File: src/rtl/ps2_keycode_rx.sv
// PS/2 device-to-host receiver (scan code set 2).
// Synchronises and deglitches the keyboard clock, deserialises 11-bit frames,
// checks odd parity and the stop bit, and keeps the last two good bytes as a
// 16-bit keycode history with one-cycle valid / error pulses.
module ps2_keycode_rx #(
    parameter int SYNC_STAGES    = 2,
    parameter int FILTER_LEN     = 4,
    parameter int TIMEOUT_CYCLES = 5000
) (
    input  logic        clk,
    input  logic        reset,
    input  logic        ps2_clk,
    input  logic        ps2_data,
    output logic [15:0] keycode,
    output logic        key_valid,
    output logic        frame_error
);

    localparam int FW = $clog2(FILTER_LEN + 1);
    localparam int TW = $clog2(TIMEOUT_CYCLES + 1);

    typedef enum logic [1:0] {IDLE, DATA, PARITY, STOP} state_t;

    logic [SYNC_STAGES-1:0] clk_sync_reg;
    logic [SYNC_STAGES-1:0] data_sync_reg;
    logic                   clk_synced;
    logic                   data_synced;

    logic [FW-1:0]          filt_cnt_reg;
    logic                   filt_reg;
    logic                   filt_prev_reg;
    logic                   fall;

    state_t                 state_reg, state_next;
    logic [2:0]             bitcnt_reg, bitcnt_next;
    logic [7:0]             shift_reg, shift_next;
    logic                   parity_reg, parity_next;
    logic [TW-1:0]          timeout_reg, timeout_next;
    logic [15:0]            keycode_reg, keycode_next;
    logic                   key_valid_reg, key_valid_next;
    logic                   frame_error_reg, frame_error_next;

    assign clk_synced  = clk_sync_reg[SYNC_STAGES-1];
    assign data_synced = data_sync_reg[SYNC_STAGES-1];

    // Metastability synchronisers for both PS/2 lines; idle level is high.
    always_ff @(posedge clk or posedge reset) begin
        if (reset) begin
            clk_sync_reg  <= '1;
            data_sync_reg <= '1;
        end else begin
            clk_sync_reg  <= {clk_sync_reg[SYNC_STAGES-2:0], ps2_clk};
            data_sync_reg <= {data_sync_reg[SYNC_STAGES-2:0], ps2_data};
        end
    end

    // Glitch filter: the filtered clock follows the synced clock only after
    // FILTER_LEN consecutive samples disagree with the current filtered level.
    always_ff @(posedge clk or posedge reset) begin
        if (reset) begin
            filt_cnt_reg  <= '0;
            filt_reg      <= 1'b1;
            filt_prev_reg <= 1'b1;
        end else begin
            filt_prev_reg <= filt_reg;
            if (clk_synced == filt_reg) begin
                filt_cnt_reg <= '0;
            end else if (filt_cnt_reg == FW'(FILTER_LEN - 1)) begin
                filt_reg     <= clk_synced;
                filt_cnt_reg <= '0;
            end else begin
                filt_cnt_reg <= filt_cnt_reg + FW'(1);
            end
        end
    end

    assign fall = filt_prev_reg & ~filt_reg;

    // Frame FSM, history register and output pulses.
    always_ff @(posedge clk or posedge reset) begin
        if (reset) begin
            state_reg       <= IDLE;
            bitcnt_reg      <= '0;
            shift_reg       <= '0;
            parity_reg      <= 1'b0;
            timeout_reg     <= '0;
            keycode_reg     <= '0;
            key_valid_reg   <= 1'b0;
            frame_error_reg <= 1'b0;
        end else begin
            state_reg       <= state_next;
            bitcnt_reg      <= bitcnt_next;
            shift_reg       <= shift_next;
            parity_reg      <= parity_next;
            timeout_reg     <= timeout_next;
            keycode_reg     <= keycode_next;
            key_valid_reg   <= key_valid_next;
            frame_error_reg <= frame_error_next;
        end
    end

    // Next-state logic: bits are taken on filtered falling edges only; a
    // stalled partial frame is aborted by the timeout counter.
    always_comb begin
        state_next       = state_reg;
        bitcnt_next      = bitcnt_reg;
        shift_next       = shift_reg;
        parity_next      = parity_reg;
        keycode_next     = keycode_reg;
        key_valid_next   = 1'b0;
        frame_error_next = 1'b0;

        if (state_reg == IDLE || fall) begin
            timeout_next = '0;
        end else begin
            timeout_next = timeout_reg + TW'(1);
        end

        case (state_reg)
            IDLE: begin
                // A high data bit on a falling edge is not a start bit; ignore it.
                if (fall && !data_synced) begin
                    state_next  = DATA;
                    bitcnt_next = '0;
                end
            end
            DATA: begin
                if (fall) begin
                    shift_next  = {data_synced, shift_reg[7:1]};
                    bitcnt_next = bitcnt_reg + 3'd1;
                    if (bitcnt_reg == 3'd7) begin
                        state_next = PARITY;
                    end
                end
            end
            PARITY: begin
                if (fall) begin
                    parity_next = data_synced;
                    state_next  = STOP;
                end
            end
            STOP: begin
                if (fall) begin
                    state_next = IDLE;
                    if (data_synced && (^{shift_reg, parity_reg})) begin
                        keycode_next   = {keycode_reg[7:0], shift_reg};
                        key_valid_next = 1'b1;
                    end else begin
                        frame_error_next = 1'b1;
                    end
                end
            end
            default: state_next = IDLE;
        endcase

        // Abort once TIMEOUT_CYCLES clocks have passed without a falling edge.
        if (state_reg != IDLE && !fall && timeout_reg == TW'(TIMEOUT_CYCLES - 1)) begin
            state_next       = IDLE;
            timeout_next     = '0;
            frame_error_next = 1'b1;
        end
    end

    assign keycode     = keycode_reg;
    assign key_valid   = key_valid_reg;
    assign frame_error = frame_error_reg;

endmodule

File: config.mk
export PLATFORM = sky130hd
export DESIGN_NAME = ps2_keycode_rx
export DESIGN_NICKNAME = d
export VERILOG_FILES = /design/src/rtl/ps2_keycode_rx.sv
export SDC_FILE = /design/constraint.sdc
export NUM_CORES = 1
export LEC_CHECK = 0
export ABC_AREA = 1
export CORE_UTILIZATION = 52
export CTS_CLUSTER_SIZE = 10
export DETAILED_ROUTE_END_ITERATION = 10
export PLACE_DENSITY_LB_ADDON = 0.05
export SLEW_MARGIN = 20
export SYNTH_ARGS = -nofsm -noshare
export SYNTH_HDL_FRONTEND = slang
export SYNTH_SLANG_ARGS = --single-unit
File: constraint.sdc
create_clock -name clk -period 1.55 [get_ports clk]
set_input_delay 0.31 -clock clk [delete_from_list [all_inputs] [get_ports clk]]
set_output_delay 0.31 -clock clk [all_outputs]
set_load 0.05 [all_outputs]
== Yosys cells after proc, flatten, opt, wreduce, memory -nomap -nowiden ==
Cells that the tools add are included.
Operators by class
  $add $sub $neg: 3
  reduce and logical (&&, ||, !) cells: 17
  eq/ne operators: 14
  multiplexer cells: 21
  bitwise gates (word level): 3
Operators by type and width (count)
  $mux 13: 2
  $add 13x1->13 const B: 1
  $eq 13x13->1 const B: 1
  $mux 2: 6
  $mux 3: 4
  $ne 3x3->1 const B: 4
  $reduce_xor 9->1: 1
  $pmux 2 s4: 1
  $mux 1: 7
  $add 3x1->3 const B: 2
  $pmux 3 s2: 1
  $reduce_and 2->1: 3
  $reduce_and 3->1: 2
  $reduce_and 5->1: 1
  $eq 2x2->1 const B: 2
  $logic_and 1x1->1: 4
  $reduce_bool 2->1: 2
  $eq 3x2->1 const B: 1
  $eq 3x3->1 const B: 1
  $ne 3x1->1 const B: 1
  $eq 2x1->1 const B: 1
  $logic_not 1->1: 2
  $logic_not 2->1: 1
  $ne 2x1->1 const B: 1
  other kinds (5): 6
Word-level totals
  input port bits: 4
  word-level logic and storage cells: 71
  bits in registers: 54
  output and inout port bits: 18

== Depth between registers and ports, before layout ==
  depth in word-level cells: 7
  gate-level depth with buffers: 12
  depth with buffers taken out: 12

== Worst setup path after synthesis ==
No wires, ideal clock.
  path kind: register to register
  start: register state_reg[1]
  end: register bitcnt_reg[1]
  slack: 59 ps
  library setup time: 121 ps
  cell stages (with the launch flop): 9
  clock period less this slack: 1491 ps
  path buffers: 0
  arrival: 1370 ps
  data required time: 1429 ps
  path through: dfrtp_1 > inv_1 > ha_1 > inv_1 > nor2_2 > inv_1 > o21ai_0 > nand2_1 > a22o_1
On the way
  cells in the longest elaborated chain, start to end: 3
  elaborated cells between the ends (all ways): 7
  those cells by class: 3 x eq/ne; 1 x mux; 3 x reduce/logical
Ends and longest elaborated chain
  start: declaration: line 34  | state_t state_reg, state_next;
  start signal: assignment: line 91  | state_reg <= state_next;
  $eq 2x1->1 / $logic_not 2->1 (equally long branches): line 119  | case (state_reg)
  $ne 2x2->1 (no source line) (tied with other cells)
  $reduce_and 3->1 (no source line)
  end signal: assignment: line 92  | bitcnt_reg <= bitcnt_next;
  end: declaration: line 35  | logic [2:0] bitcnt_reg, bitcnt_next;
Several ways; a longest one is shown, not always the timed one.
A chain may end at the register's enable or synchronous reset.

== Final worst setup path ==
  start: register shift_reg[6]
  end: register keycode_reg[6], in the netlist keycode[6]
On the way
  cells in the longest elaborated chain, start to end: 3
Ends and longest elaborated chain
  start: declaration: line 36  | logic [7:0] shift_reg, shift_next;
  start signal: assignment: line 93  | shift_reg <= shift_next;
  $reduce_xor 9->1: line 145  | if (data_synced && (^{shift_reg, parity_reg})) begin
  $logic_and 1x1->1: line 145
  $reduce_and 3->1 (no source line)
  end signal: assignment: line 96  | keycode_reg <= keycode_next;
  end: declaration: line 39  | logic [15:0] keycode_reg, keycode_next;
Several ways; a longest one is shown, not always the timed one.

==> results by group <==
Finish
  • Layout cells sized above 1: 35.96%
  • Area growth, synth to finish: 38.11%
  • NumNets Final: 368
  • Antenna Diode Count: 0
  • Filler Cells Inserted: 335
  • Number of flip-flops under the largest register name: 16

Floorplan
  • Horizontal die dimension: 72.71 um
  • Initial standard-cell utilization of the core: 54.68%
  • Vert. Die Dim: 72.71 um
  • Ports placed on the boundary: 22
  • Std cell rows: 25
  • Die footprint: 0.005287 sq mm
  • Area of the core: 0.004755 sq mm

STA
  • WHS: 359.6 ps
  • Post-layout worst setup margin: -19.14 ps
  • Highest Clock Rate: 0.6373 GHz
  • Hold violation total from the final report: 0
  • Relative slew slack: 78.62%
  • Final period util: 101.2%
  • Setup repair after global routing missed its margin: yes
  • Clk_skew: 10.48 ps
  • Final setup violating endpoints: 6
  • Final critical delay including setup and external delays: 1569 ps
  • Pins over their slew limit: 0
  • Actual slew at the worst max-slew pin: 318.2 ps

Logic synthesis
  • Number of enable-type register cells in the synthesized netlist: 0
  • Number of instances in the synthesized netlist: 303
  • FF+latch count, synth: 54
  • Share of synthesized area occupied by flip-flops and latches: 52.26%
  • Dominant cell by count in the synthesized netlist: sky130_fd_sc_hd__nand2_1
  • Ranking of synthesized cells by area: sky130_fd_sc_hd__dfrtp_1 46%, sky130_fd_sc_hd__nand2_1 14%, sky130_fd_sc_hd__dfstp_2 6.1%, sky130_fd_sc_hd__inv_1 5.3%, sky130_fd_sc_hd__ha_1 4.3%
  • Syn avg cell area: 8.581 sq um
  • Number of warnings issued by yosys: 0
  • Cell variety after synth: 31
  • Net count after synthesis: 316
  • Most common library cells after synthesis: 95 x sky130_fd_sc_hd__nand2_1, 48 x sky130_fd_sc_hd__dfrtp_1, 37 x sky130_fd_sc_hd__inv_1, 18 x sky130_fd_sc_hd__nand4_1, 15 x sky130_fd_sc_hd__nor2_1
  • Top cell type's share of synthesized area: 46.20%
  • Mapped Area: 0.002600 sq mm
  • Leading register cell type out of synthesis: sky130_fd_sc_hd__dfrtp_1
  • Cell type contributing the most total cell area after synthesis: sky130_fd_sc_hd__dfrtp_1
  • Share of synthesized registers carrying an async set or reset: 100.0%

Route
  • Vias: 2252
  • Final routed wire length divided by cell count: 13.86 um
  • Count of antenna-violating nets left after detailed routing: 0
  • Drt via density: 5.324
  • Detailed-route DRC error count: 0
  • Total length of routed wires: 5.864 mm
  • First-pass detailed-route iteration total: 4
  • Initial detailed-routing violation count: 122

Worst setup path
  • Type of element capturing the critical path: flop
  • Startpoint-to-endpoint class of the critical path: flop to flop
  • Worst reg2reg path depth: 11
  • Setup slack of the most critical reg-to-reg path: -20 ps
  • Req. time, crit path: 1760 ps
  • Crit Reg-Reg Startpoint: shift_reg[6]
  • Worst path arrival time: 1780 ps
  • R2R Path End: keycode[6]
  • Startpoint class of the critical path: flop
  • Critical Path Fanout Max: 5

Clock tree
  • Sink Count: 54
  • Number of buffers created by CTS: 5
  • Later-pin clock latency in the skew report: 310 ps
  • Clock tree from TritonCTS: built
  • Clock tree root buffer cell: sky130_fd_sc_hd__clkbuf_8
  • CTS Buffer Depth: 2
  • Clock transition at the registers of the reported paths: 100 ps
  • Number of levels the H-tree was split into: 2

Worst hold path
  • Hold Path Origin: clk_sync_reg[0]
  • Hold endpoint: clk_sync_reg[1]
  • Number of cells traversed by the worst hold path: 0
  • Tightest Hold Check Type: flop to flop

Status
  • Failing checks: negative setup slack
  • Outcome: complete, but fails checks

Placement
  • Setup slack at placement: 1.882 ps
  • Weighted congestion at the end of routability-driven global placement: 0.9354
  • Port buffer count: 21
  • DP HPWL: 3.214 mm

Job
  • Number of maximum-capacitance violations: 0

Global route
  • Overall overflow remaining after global route: 0
  • Number of global-route vias before repair: 1947
  • All-layer global routing usage: 20.20%
  • Antenna violations before repair: 0
  • Maximum number of pins on one net before global-route repair: 55
  • Global-route wire length before repair: 8.286 mm

Power
  • Power Density: 1610 mW/mm^2
  • Cell leakage power: 0.001742 uW
  • Worst VDD drop: 1.098 mV
-- how the worst max path moves through the flow --
stage / start / end
final: shift_reg[6] / keycode[6]
after global routing: shift_reg[5] / keycode[6]
after CTS: state_reg[0] / state_reg[0]
after detailed placement: state_reg[0] / timeout_reg[8]
after global placement: state_reg[0] / state_reg[0]
after floorplan: state_reg[1] / bitcnt_reg[1]
-- layout make-up --
cell class	count	area [sq um]	share of cell area [%]
Clock buffer	5	68.82	1.916
Clock inverter	3	21.27	0.5923
Inverter	41	160.2	4.460
Multi-Input combinational cell	206	1321	36.79
Sequential cell	54	1363	37.94
Tap cell	67	83.83	2.334
Timing Repair Buffer	46	565.5	15.75
Timing Repair inverter	1	7.507	0.2091
-- metrics by stage --
| stage | setup TNS [ps] | utilization, % | cells | power (uW) | instance area, sq um |
|---|---|---|---|---|---|
| 2_1_floorplan | 0 | - | 303 | 3364 | 2604 |
| 3_3_place_gp | 0 | 64.63 | 392 | 3722 | 3073 |
| 3_5_place_dp | 0 | 64.63 | 392 | 3757 | 3073 |
| 4_1_cts | -18.57 | 66.53 | 400 | 4566 | 3163 |
| 5_1_grt | -1370 | 75.53 | 423 | 6142 | 3591 |
| 6_report | -51.26 | 75.53 | 423 | 5781 | 3591 |
-- timing repair --
item,4_1_cts,5_1_grt
gates resized for setup,0,70
pin swaps,0,27
setup endpoints to repair,2,32
cloned,0,5
hold buffers,0,0
setup buffers,0,18
endpoints found under the hold margin,0,0
-- report_power, final --
group / internal (uW) / leakage, uW / switching (uW)
logic: 1160 / 0.000984 / 1950
registers: 1660 / 0.000714 / 222
clock network: 319 / 0.0000441 / 478
-- critical path, cell delays in order, from the launching register on --
cell and delay [ps]:
sky130_fd_sc_hd__dfrtp_1 440, sky130_fd_sc_hd__inv_2 70, sky130_fd_sc_hd__nand2_1 80, sky130_fd_sc_hd__nand2_1 80
sky130_fd_sc_hd__nand2_2 110, sky130_fd_sc_hd__nand2_4 80, sky130_fd_sc_hd__nand2_4 100, sky130_fd_sc_hd__nand2_4 70
sky130_fd_sc_hd__nand2_8 100, sky130_fd_sc_hd__nand4_4 170, sky130_fd_sc_hd__nand2_2 110, sky130_fd_sc_hd__nand2_1 50
-- cell families (layout without fill, tap and decap cells) --
| logic type | after synthesis | in the layout | synth area share, % |
|---|---|---|---|
| AO/OA/AOI/OAI | 29 | 29 | 6.545 |
| XOR/XNOR | 3 | 3 | 1.011 |
| adder cells (fa/ha/maj) | 9 | 9 | 4.331 |
| buffers and inverters | 47 | 96 | 7.651 |
| flip-flops | 54 | 54 | 52.26 |
| AND/OR/NAND/NOR | 161 | 165 | 28.20 |
-- cell usage in the layout, fill, tap and decap left out, types with 2 or more instances in the layout --
cell	n
sky130_fd_sc_hd__o21ai_1	3
sky130_fd_sc_hd__nand4_1	18
sky130_fd_sc_hd__nor2_4	5
sky130_fd_sc_hd__inv_2	12
sky130_fd_sc_hd__dfrtp_2	3
sky130_fd_sc_hd__nand3_4	3
sky130_fd_sc_hd__nand3_1	6
sky130_fd_sc_hd__o21ai_0	12
sky130_fd_sc_hd__a21oi_1	5
sky130_fd_sc_hd__nor3_1	4
sky130_fd_sc_hd__nand2_4	9
sky130_fd_sc_hd__ha_1	6
sky130_fd_sc_hd__clkdlybuf4s50_1	3
sky130_fd_sc_hd__buf_4	26
sky130_fd_sc_hd__clkinvlp_4	3
sky130_fd_sc_hd__inv_1	27
sky130_fd_sc_hd__buf_12	17
sky130_fd_sc_hd__dfstp_2	6
sky130_fd_sc_hd__nor2_2	2
sky130_fd_sc_hd__xnor2_1	2
sky130_fd_sc_hd__nand4_4	3
sky130_fd_sc_hd__ha_4	2
sky130_fd_sc_hd__clkbuf_8	5
sky130_fd_sc_hd__a22o_1	2
sky130_fd_sc_hd__nor2_1	14
sky130_fd_sc_hd__nand2_1	73
sky130_fd_sc_hd__nand2_2	23
sky130_fd_sc_hd__nand3_2	2
sky130_fd_sc_hd__a31oi_1	2
sky130_fd_sc_hd__dfrtp_1	45
-- metal layers --
| metal | up-vias | routed length [um] | GRT usage [%] |
|---|---|---|---|
| met5 | - | 0 | 0 |
| met2 | 67 | 3032 | 35.62 |
| met1 | 1082 | 2430 | 24.05 |
| met3 | 14 | 235 | 4.144 |
| li1 | 1089 | - | - |
| met4 | 0 | 165 | 8.279 |
Power figures use the tool's default switching activity.
